===== src/rtl/wb_pkg.sv =====
// Shared types and encodings for the write-back/retire stage: retire record,
// halt-trigger encoding, write-back source codes and the stage FSM states.
package wb_pkg;

    localparam logic [31:0] EBREAK_ENC = 32'h0010_0073;

    // Write-back source select codes: 0 means no write data, k selects source k-1
    localparam logic [1:0] WB_NONE = 2'd0;
    localparam logic [1:0] WB_LSU  = 2'd1;
    localparam logic [1:0] WB_EXU  = 2'd2;

    typedef struct packed {
        logic [31:0] pc;
        logic [31:0] inst;
    } retire_rec_t;

    typedef enum logic [1:0] {
        ST_RUN    = 2'd0,
        ST_DRAIN  = 2'd1,
        ST_HALTED = 2'd2
    } wb_state_e;

endpackage


===== src/rtl/retire_fifo.sv =====
// Synchronous FIFO holding retire records; extra pointer bit distinguishes full from empty.
module retire_fifo #(
    parameter int DW    = 64,
    parameter int DEPTH = 4,
    localparam int PW   = $clog2(DEPTH)
) (
    input  logic          clk,
    input  logic          rst,
    input  logic          push,
    input  logic [DW-1:0] push_data,
    input  logic          pop,
    output logic [DW-1:0] head_data,
    output logic          full,
    output logic          empty,
    output logic [PW:0]   count
);

    logic [DW-1:0] r_mem [DEPTH];
    logic [PW:0]   r_wp;
    logic [PW:0]   r_rp;
    logic          w_do_push;
    logic          w_do_pop;

    assign count     = r_wp - r_rp;
    assign empty     = (r_wp == r_rp);
    assign full      = (count == (PW+1)'(DEPTH));
    assign head_data = r_mem[r_rp[PW-1:0]];

    // A pop frees the slot in the same cycle, so a push while full is legal alongside it
    assign w_do_pop  = pop & ~empty;
    assign w_do_push = push & (~full | w_do_pop);

    always_ff @(posedge clk) begin
        if (rst) begin
            r_wp <= '0;
            r_rp <= '0;
        end else begin
            if (w_do_push) r_wp <= r_wp + 1'b1;
            if (w_do_pop)  r_rp <= r_rp + 1'b1;
        end
    end

    always_ff @(posedge clk) begin
        if (w_do_push) r_mem[r_wp[PW-1:0]] <= push_data;
    end

endmodule


===== src/rtl/wb_retire_unit.sv =====
// Write-back/retire stage: selects write-back data, drives regfile and forwarding,
// queues {pc,inst} retire records and runs the ebreak drain-then-halt sequence.
module wb_retire_unit
    import wb_pkg::*;
#(
    parameter int          XLEN        = 32,
    parameter int          NUM_SRC     = 2,
    parameter int          SEL_W       = 2,
    parameter int          REG_AW      = 5,
    parameter int          TRC_DEPTH   = 4,
    parameter logic [31:0] EBREAK_INST = EBREAK_ENC
) (
    input  logic                    clk,
    input  logic                    rst,
    input  logic                    in_valid,
    output logic                    in_ready,
    input  logic [XLEN-1:0]         in_pc,
    input  logic [31:0]             in_inst,
    input  logic [SEL_W-1:0]        in_wb_sel,
    input  logic [NUM_SRC*XLEN-1:0] in_src_data,
    input  logic                    in_rd_ena,
    input  logic [REG_AW-1:0]       in_rd_addr,
    output logic                    rf_we,
    output logic [REG_AW-1:0]       rf_waddr,
    output logic [XLEN-1:0]         rf_wdata,
    output logic                    fwd_valid,
    output logic [REG_AW-1:0]       fwd_addr,
    output logic [XLEN-1:0]         fwd_data,
    output logic                    trc_valid,
    input  logic                    trc_ready,
    output logic [XLEN-1:0]         trc_pc,
    output logic [31:0]             trc_inst,
    output logic                    halted,
    output logic [XLEN-1:0]         halt_pc,
    output logic [1:0]              dbg_state
);

    localparam int PW = $clog2(TRC_DEPTH);
    localparam int RW = XLEN + 32;

    wb_state_e       r_state;
    wb_state_e       w_state_nxt;
    logic            r_stage_v;
    logic [XLEN-1:0] r_pc;
    logic [31:0]     r_inst;
    logic [XLEN-1:0] r_wdata;
    logic            r_rd_ena;
    logic [REG_AW-1:0] r_rd_addr;
    logic [XLEN-1:0] r_halt_pc;

    logic [XLEN-1:0] w_sel_data;
    logic            w_fire;
    logic            w_is_ebreak;
    logic [PW+1:0]   w_occ;
    logic [RW-1:0]   w_head;
    logic            w_full;
    logic            w_empty;
    logic [PW:0]     w_cnt;

    // Handshake: an instruction transfers on a cycle where in_valid and in_ready are both high;
    // in_ready depends only on registered state, never on in_valid.
    assign w_occ       = {1'b0, w_cnt} + (PW+2)'(r_stage_v);
    assign in_ready    = (r_state == ST_RUN) & ~w_full & (w_occ < (PW+2)'(TRC_DEPTH));
    assign w_fire      = in_valid & in_ready;
    assign w_is_ebreak = (in_inst == EBREAK_INST);

    always_comb begin
        w_sel_data = '0;
        for (int k = 0; k < NUM_SRC; k++) begin
            if (in_wb_sel != SEL_W'(WB_NONE) && in_wb_sel == SEL_W'(k + 1))
                w_sel_data = in_src_data[k*XLEN +: XLEN];
        end
    end

    // Stage register lives one cycle: cleared or reloaded every edge, so it never stalls
    always_ff @(posedge clk) begin
        if (rst) begin
            r_stage_v <= 1'b0;
            r_pc      <= '0;
            r_inst    <= '0;
            r_wdata   <= '0;
            r_rd_ena  <= 1'b0;
            r_rd_addr <= '0;
        end else begin
            r_stage_v <= w_fire;
            if (w_fire) begin
                r_pc      <= in_pc;
                r_inst    <= in_inst;
                r_wdata   <= w_sel_data;
                r_rd_ena  <= in_rd_ena;
                r_rd_addr <= in_rd_addr;
            end
        end
    end

    assign rf_we     = r_stage_v & r_rd_ena & (r_rd_addr != '0);
    assign rf_waddr  = r_rd_addr;
    assign rf_wdata  = r_wdata;
    assign fwd_valid = rf_we;
    assign fwd_addr  = r_rd_addr;
    assign fwd_data  = r_wdata;

    retire_fifo #(
        .DW    (RW),
        .DEPTH (TRC_DEPTH)
    ) u_retire_fifo (
        .clk       (clk),
        .rst       (rst),
        .push      (r_stage_v),
        .push_data ({r_pc, r_inst}),
        .pop       (trc_ready),
        .head_data (w_head),
        .full      (w_full),
        .empty     (w_empty),
        .count     (w_cnt)
    );

    assign trc_valid = ~w_empty;
    assign trc_pc    = w_head[RW-1:32];
    assign trc_inst  = w_head[31:0];

    always_ff @(posedge clk) begin
        if (rst) r_state <= ST_RUN;
        else     r_state <= w_state_nxt;
    end

    always_comb begin
        w_state_nxt = r_state;
        case (r_state)
            ST_RUN:    if (w_fire && w_is_ebreak) w_state_nxt = ST_DRAIN;
            ST_DRAIN:  if (!r_stage_v && w_empty) w_state_nxt = ST_HALTED;
            ST_HALTED: w_state_nxt = ST_HALTED;
            default:   w_state_nxt = ST_RUN;
        endcase
    end

    always_ff @(posedge clk) begin
        if (rst)                      r_halt_pc <= '0;
        else if (w_fire && w_is_ebreak) r_halt_pc <= in_pc;
    end

    assign halted    = (r_state == ST_HALTED);
    assign halt_pc   = r_halt_pc;
    assign dbg_state = r_state;

endmodule

===== config.mk =====
export PLATFORM = sky130hd
export DESIGN_NAME = wb_retire_unit
export DESIGN_NICKNAME = d
export VERILOG_FILES = /design/src/rtl/wb_pkg.sv /design/src/rtl/retire_fifo.sv /design/src/rtl/wb_retire_unit.sv
export SDC_FILE = /design/constraint.sdc
export NUM_CORES = 1
export LEC_CHECK = 0
export ABC_AREA = 1
export CAP_MARGIN = 20
export CELL_PAD_IN_SITES_DETAIL_PLACEMENT = 1
export CELL_PAD_IN_SITES_GLOBAL_PLACEMENT = 1
export CORE_UTILIZATION = 36
export DETAILED_ROUTE_END_ITERATION = 8
export PLACE_DENSITY = 0.79
export SETUP_SLACK_MARGIN = 0.15
export SLEW_MARGIN = 10
export SYNTH_ARGS = -nofsm -noshare
export SYNTH_HDL_FRONTEND = slang
export SYNTH_HIERARCHICAL = 1
export SYNTH_SLANG_ARGS = --single-unit
export TNS_END_PERCENT = 100

===== constraint.sdc =====
create_clock -name clk -period 4.48 [get_ports clk]
set_clock_uncertainty 0.15 [all_clocks]
set_input_delay 0.896 -clock clk [delete_from_list [all_inputs] [get_ports clk]]
set_output_delay 0.896 -clock clk [all_outputs]
set_load 0.05 [all_outputs]

# Word level (Yosys, flattened, before mapping)
# Memory sizes are Yosys's and may differ from the RTL's. A register that Yosys moved wholly into a read port is not among the register bits.
# Cells that the tools add are included.
[classes]
add_sub_neg = 4
n_lt_le_gt_ge = 1
n_eq_ne = 9
n_mux = 9
n_bitwise = 10
n_reduce_logical = 9
[op_table]
columns = ["operator", "count"]
rows = [
  ["32-bit 2-to-1 mux", 2],
  ["32-bit by 21-bit equality test with 1-bit output, second input constant", 1],
  ["2-bit 2-to-1 mux", 4],
  ["1-bit bitwise AND", 7],
  ["3-bit by 1-bit adder with 3-bit output, second input constant", 2],
  ["2-bit one-hot mux with 3 select lines", 1],
  ["5-bit nonzero test", 1],
  ["3-bit by 1-bit adder with 4-bit output", 1],
  ["2-bit by 1-bit equality test with 1-bit output, second input constant", 2],
  ["2-bit equality test, second input constant", 2],
  ["1-bit logical AND", 4],
  ["4-bit by 3-bit < comparator with 1-bit output, second input constant", 1],
  ["3-bit equality test", 1],
  ["3-bit equality test, second input constant", 1],
  ["3-bit subtractor", 1],
  ["2-bit logical NOT", 1],
  ["1-bit 2-to-1 mux", 2],
  ["2-bit by 1-bit inequality test with 1-bit output, second input constant", 1],
  ["2-bit inequality test, second input constant", 1],
  ["1-bit NOT", 2],
  ["2-bit AND reduction", 1],
  ["2-bit nonzero test", 1],
  ["1-bit logical NOT", 1],
  ["1-bit OR", 1],
]
[word_totals]
register_bits = 143
ramBits = 256
in_bits = 140
out_inout_bits = 177
word_cells = 53
memories = 1
[memory_table]
columns = ["memory", "words", "width", "read_ports", "rd_ports_with_merged_regs", "write_ports", "line", "source"]
rows = [
  ["u_retire_fifo.r_mem", 4, 64, 1, 1, 1, "retire_fifo.sv:18", "logic [DW-1:0] r_mem [DEPTH];"],
]

# Longest topological paths before layout
[depth]
depth_word = 9
mapped_depth = 15
ltp_nobuf = 15

# By module
# Netlist, hierarchy kept.
[by_module_without_submodules]
columns = ["mod", "instances", "cells_per_inst", "area_per_inst_um2", "seq_area_each_um2"]
rows = [
  ["retire_fifo", 1, 693, 10043.4, 7847.5],
  ["wb_retire_unit", 1, 801, 5906.9, 2742.6],
]

# Worst setup path before layout
# OpenSTA, ideal clock, no wires.
[synth_timing]
path_kind = "reg2reg"
from = "register u_retire_fifo.r_wp[0]"
to = "memory u_retire_fifo.r_mem[0][0], enable pin"
setup_time_ns = 0.486
arrival_time_ns = 4.041
t_required_ns = 3.844
path_slack_ns = -0.197
stages_incl_launch_ff = 10
n_path_buf = 0
period_less_slack_ns = 4.677
cell_sequence = "dfxtp_1 -> inv_1 -> ha_1 -> inv_1 -> fa_1 -> nand3_1 -> nand2_2 -> nand3_4 -> nand2_1 -> nor2_1"
[synth_via]
elab_chain_len = 7
elab_cells_between_ends = 10
classes_between = "add/sub: 1; eq/ne: 2; mux: 2; bitwise: 5"
[synth_lines]
columns = ["item", "line", "source"]
rows = [
  ["from (decl)", "retire_fifo.sv:19", "logic [PW:0] r_wp;"],
  ["from (signal assigned)", "retire_fifo.sv:38", "if (w_do_push) r_wp <= r_wp + 1'b1;"],
  ["3-bit subtractor", "retire_fifo.sv:24", "assign count = r_wp - r_rp;"],
  ["net w_cnt[2]", "wb_retire_unit.sv:58", "logic [PW:0] w_cnt;"],
  ["3-bit equality test", "retire_fifo.sv:26", "assign full = (count == (PW+1)'(DEPTH));"],
  ["1-bit NOT", "retire_fifo.sv:31", "assign w_do_push = push & (~full | w_do_pop);"],
  ["1-bit OR", "retire_fifo.sv:31", ""],
  ["1-bit bitwise AND", "retire_fifo.sv:31", ""],
  ["1-bit 2-to-1 mux", "retire_fifo.sv:44", "if (w_do_push) r_mem[r_wp[PW-1:0]] <= push_data;"],
  ["1-bit 2-to-1 mux (implied by the code)", "retire_fifo.sv:44", ""],
  ["to (decl)", "retire_fifo.sv:18", ""],
]
# The timed path passes the listed nets, and every way through them passes these cells.

# Worst setup path after layout
[layout_timing]
from = "register u_retire_fifo.r_wp[0]"
to = "output port in_ready"
[layout_via]
elab_chain_len = 5
elab_cells_between_ends = 7
classes_between = "add/sub: 2; order compare: 1; eq/ne: 1; bitwise: 3"
[layout_lines]
columns = ["item", "line", "source"]
rows = [
  ["3-bit subtractor", "retire_fifo.sv:24", ""],
  ["net w_cnt[1]", "wb_retire_unit.sv:58", ""],
  ["3-bit equality test", "retire_fifo.sv:26", ""],
  ["net w_full", "wb_retire_unit.sv:56", "logic w_full;"],
  ["1-bit NOT", "wb_retire_unit.sv:63", "assign in_ready = (r_state == ST_RUN) & ~w_full & (w_occ < (PW+2)'(TRC_DEPTH));"],
  ["1-bit bitwise AND (2 in series)", "wb_retire_unit.sv:63", ""],
  ["to (decl)", "wb_retire_unit.sv:16", "output logic in_ready,"],
]
# The timed path passes the listed nets, and every way through them passes these cells.

==> impl_results.md <==
- Run status: finished, final reports clean
- Routed Antenna Nets: 0
- Logic pwr share: 0.422
- Seq pwr share: 0.345
- Clock-pin slew on the worst setup and hold paths: 0.06 ns
- Net switching power: 6.34 mW
- Critical Path Max Stage Delay: 0.53 ns
- Diode count: 0
- Slew margin rel.: 0.420
- Initial antenna violation count: 0
- Area delta synth->final: 29.5%
- Sw Ratio: 0.429
- Tcrit/Tclk final: 0.905
- Clock Sinks: 401
- Die Y: 212 um
- Critical Path Start Type: flip-flop
- # rows: 76
- Syn_nets: 1646
- CP endpoint kind: output port
- Mapped Area: 16000 um^2
- CP arrival: 3.01 ns
- P_int: 8.45 mW
- Unique masters post-synth: 34
- Minimum clock period: 4.05 ns
- Fmax: 247 MHz
- Largest family of logic cells by synthesized area: compound AO/OA/AOI/OAI gates
- Top_reg_cell synth: edfxtp_1
- TritonCTS Buffers: 42
- First-pass GRT wire length: 73.5 mm
- Worst R2R Setup Slack: 0.79 ns
- Root buffer selected by CTS: clkbuf_16
- Total global routing overflow: 0
- Max_cap viols: 0
- CP Max Fanout: 5
- Clk Latency, worst-skew pair: 0.56 ns
- Kind of critical path: reg -> out
- Total power: 14.8 mW
- Core area: 43400 um^2
- Die width: 212 um
- Die area: 45200 um^2
- Layout cells sized above 1: 0.0712
- Vias: 12300
- Synth Area in Compound Gates: 0.133
- Avg Synthesized Cell Area: 10.7 um^2
- Port Buffers: 316
- Total Nets Final: 1888
- Worst R2R Path Depth: 14
- EDFF count, synth: 256
- Sequential share of the synthesized area: 0.664
- Worst path slowest cell: dlygate4sd2_1
- Htree depth: 2
- Final setup vio count: 0
- Mapped Cells: 1494
- Slew Viols, Final: 0
- Final instance area: 20700 um^2
- Gp weighted congestion: 0.845
- Tightest Pin Transition: 0.870 ns
- Pin count of the biggest net entering global routing: 81
- Final WL: 49.0 mm
- Crit-path cells: inv_1 -> ha_1 -> inv_1 -> fa_1 -> nor2_1 -> a21boi_0 -> nor3b_2 -> and2_4 -> dlygate4sd2_1
- Leak: 7.18 nW
- Share of synthesized area spent on multiplexers: 0
- Worst hold path class: reg -> reg
- Maximum VDD drop: 0.397 mV
- Hold Path Origin: halt_pc[6]
- Post-synthesis adder-cell area fraction: 0.00988
- Layout Cells excl Fill: 2355
- CTS tree: done
- Post-place instance area: 19300 um^2
- Reg2reg start: u_retire_fifo/r_wp[0]
- Hold-fix buffers at CTS: 0
- Io pins: 317
- Xor/xnor share of the synthesized area: 0
- Power Dens Cells: 716 nW/um^2
- Detail Placement HPWL: 31.6 mm
- WHS Path Cells: 2
- Iter 0 DRT Violations: 626
- Critical Path Most Common Cell: inv_1
- Hold_ws: 0.329 ns
- # DRC: 0
- Ys async rst share: 0
- Maximum clock path buffer count: 3
- Hold EP: halt_pc[6]
- RR Endpoint: dbg_state[1]
- Total global-route track usage: 0.216
- Router iterations before antenna repair: 5
- Warnings, synthesis: 6
- Final hold vios: 0
- Vias in the first global route: 12900
- Number of synthesized register bits: 401
- Routed vias/inst: 5.20
- Clock network fraction of total power: 0.232
- Wirelength per Cell: 20.8 um
- Worst EP required: 3.43 ns
- Simple-gate portion of the synthesized area: 0.125
- RSZ-0062 raised after global routing: no
- Dpl cells: 2277
- Initial Utilization: 0.368
## layout by cell type, fill, tap and decap left out, types with 6 or more instances in the layout
master	count
edfxtp_1	256
a21oi_1	141
nand2_1	121
clkbuf_16	42
nand3_1	138
clkinv_2	10
o21ai_1	86
o21ai_0	113
clkbuf_1	6
inv_1	62
buf_4	31
o22ai_1	64
clkdlybuf4s50_1	308
nor2_1	183
clkbuf_8	7
ha_1	11
dfxtp_1	143
## power by group through the flow
stage	Combinational (mW)	Clock, mW	Sequential [mW]
2_1_floorplan	4.09	0	5.24
3_3_place_gp	6.19	0	5.12
3_5_place_dp	6.33	0	5.18
4_1_cts	6.34	3.51	5.11
5_1_grt	6.65	3.63	5.17
6_report	6.25	3.43	5.11
## synthesized netlist by cell type, drive strengths merged (2+ instances only)
cell / instances / area share
a21oi: 141 / 0.044
buf: 85 / 0.038
clkbuf: 60 / 0.014
dfxtp: 145 / 0.18
edfxtp: 256 / 0.48
ha: 11 / 0.0086
inv: 67 / 0.016
nand2: 126 / 0.031
nand3: 140 / 0.045
nand4: 2 / 0.00078
nor2: 189 / 0.045
nor3b: 2 / 0.0016
o21ai: 199 / 0.062
o22ai: 64 / 0.025
## flip-flops by register name, indices dropped and copies added (netlist names), named ones only
name                 cells
u_retire_fifo/r_wp       3
r_rd_ena                 1
fwd_addr                 5
dbg_state                2
r_inst                  32
fwd_data                32
halt_pc                 32
r_pc                    32
u_retire_fifo/r_rp       3
u_retire_fifo/r_mem    256
r_stage_v                1
## what timing repair did
action,in CTS,in global routing
setup buffers,0,0
gates resized for setup,1,0
endpoints found under the setup margin,1,0
## cells by family after synthesis
kind of cell / Yosys count
and+or+nand+nor: 463
AOI/OAI and AO/OA: 406
DFF: 401
buffers and inverters: 212
adders and majority gates: 12
## metrics by stage
step | utilization | setup TNS (ns) | setup WS [ns]
after detailed placement | 0.445 | 0 | 0.695
after global placement | 0.445 | 0 | 0.788
after floorplan | - | -37.87 | -0.197
after CTS | 0.476 | 0 | 0.343
after global routing | 0.476 | 0 | 0.264
final | 0.476 | 0 | 0.428
## metal layers
metal	up-vias	part of all wire	global-route usage
li1	5708	-	-
met4	0	0.028	0.0739
met3	74	0.066	0.0477
met1	6052	0.40	0.256
met5	-	0	0
met2	420	0.50	0.383
## worst max path at each step
stage | slack [ns] | start | to | depth (start not counted)
final | 0.43 | u_retire_fifo/r_wp[0] | in_ready | 9
after global routing | 0.26 | u_retire_fifo/r_wp[0] | in_ready | 9
after CTS | 0.34 | flip-flop | trc_pc[21] | 4
after detailed placement | 0.69 | u_retire_fifo/r_wp[0] | in_ready | 9
after global placement | 0.79 | u_retire_fifo/r_wp[0] | in_ready | 9
after floorplan | -0.20 | u_retire_fifo/r_wp[0] | u_retire_fifo/r_mem[0][0] | 9
## layout make-up
type	instances	area [um^2]
fillers	4717	22700
flip-flops and latches	401	10600
multi-input cells	881	4310
repair buffers	343	3380
clock buffers	56	1180
well taps	585	732
inverters	67	255
clock inverters	22	209
## worst max-delay path: cells and delay by family (launching register included)
family | cells | cell delay [ns]
AO/OA/AOI/OAI | 1 | 0.14
adder cells (fa/ha/maj) | 2 | 0.66
buffers and inverters | 3 | 0.69
flip-flops | 1 | 0.35
AND/OR/NAND/NOR | 3 | 0.59
No activity file was read; power rests on OpenSTA's default activity.
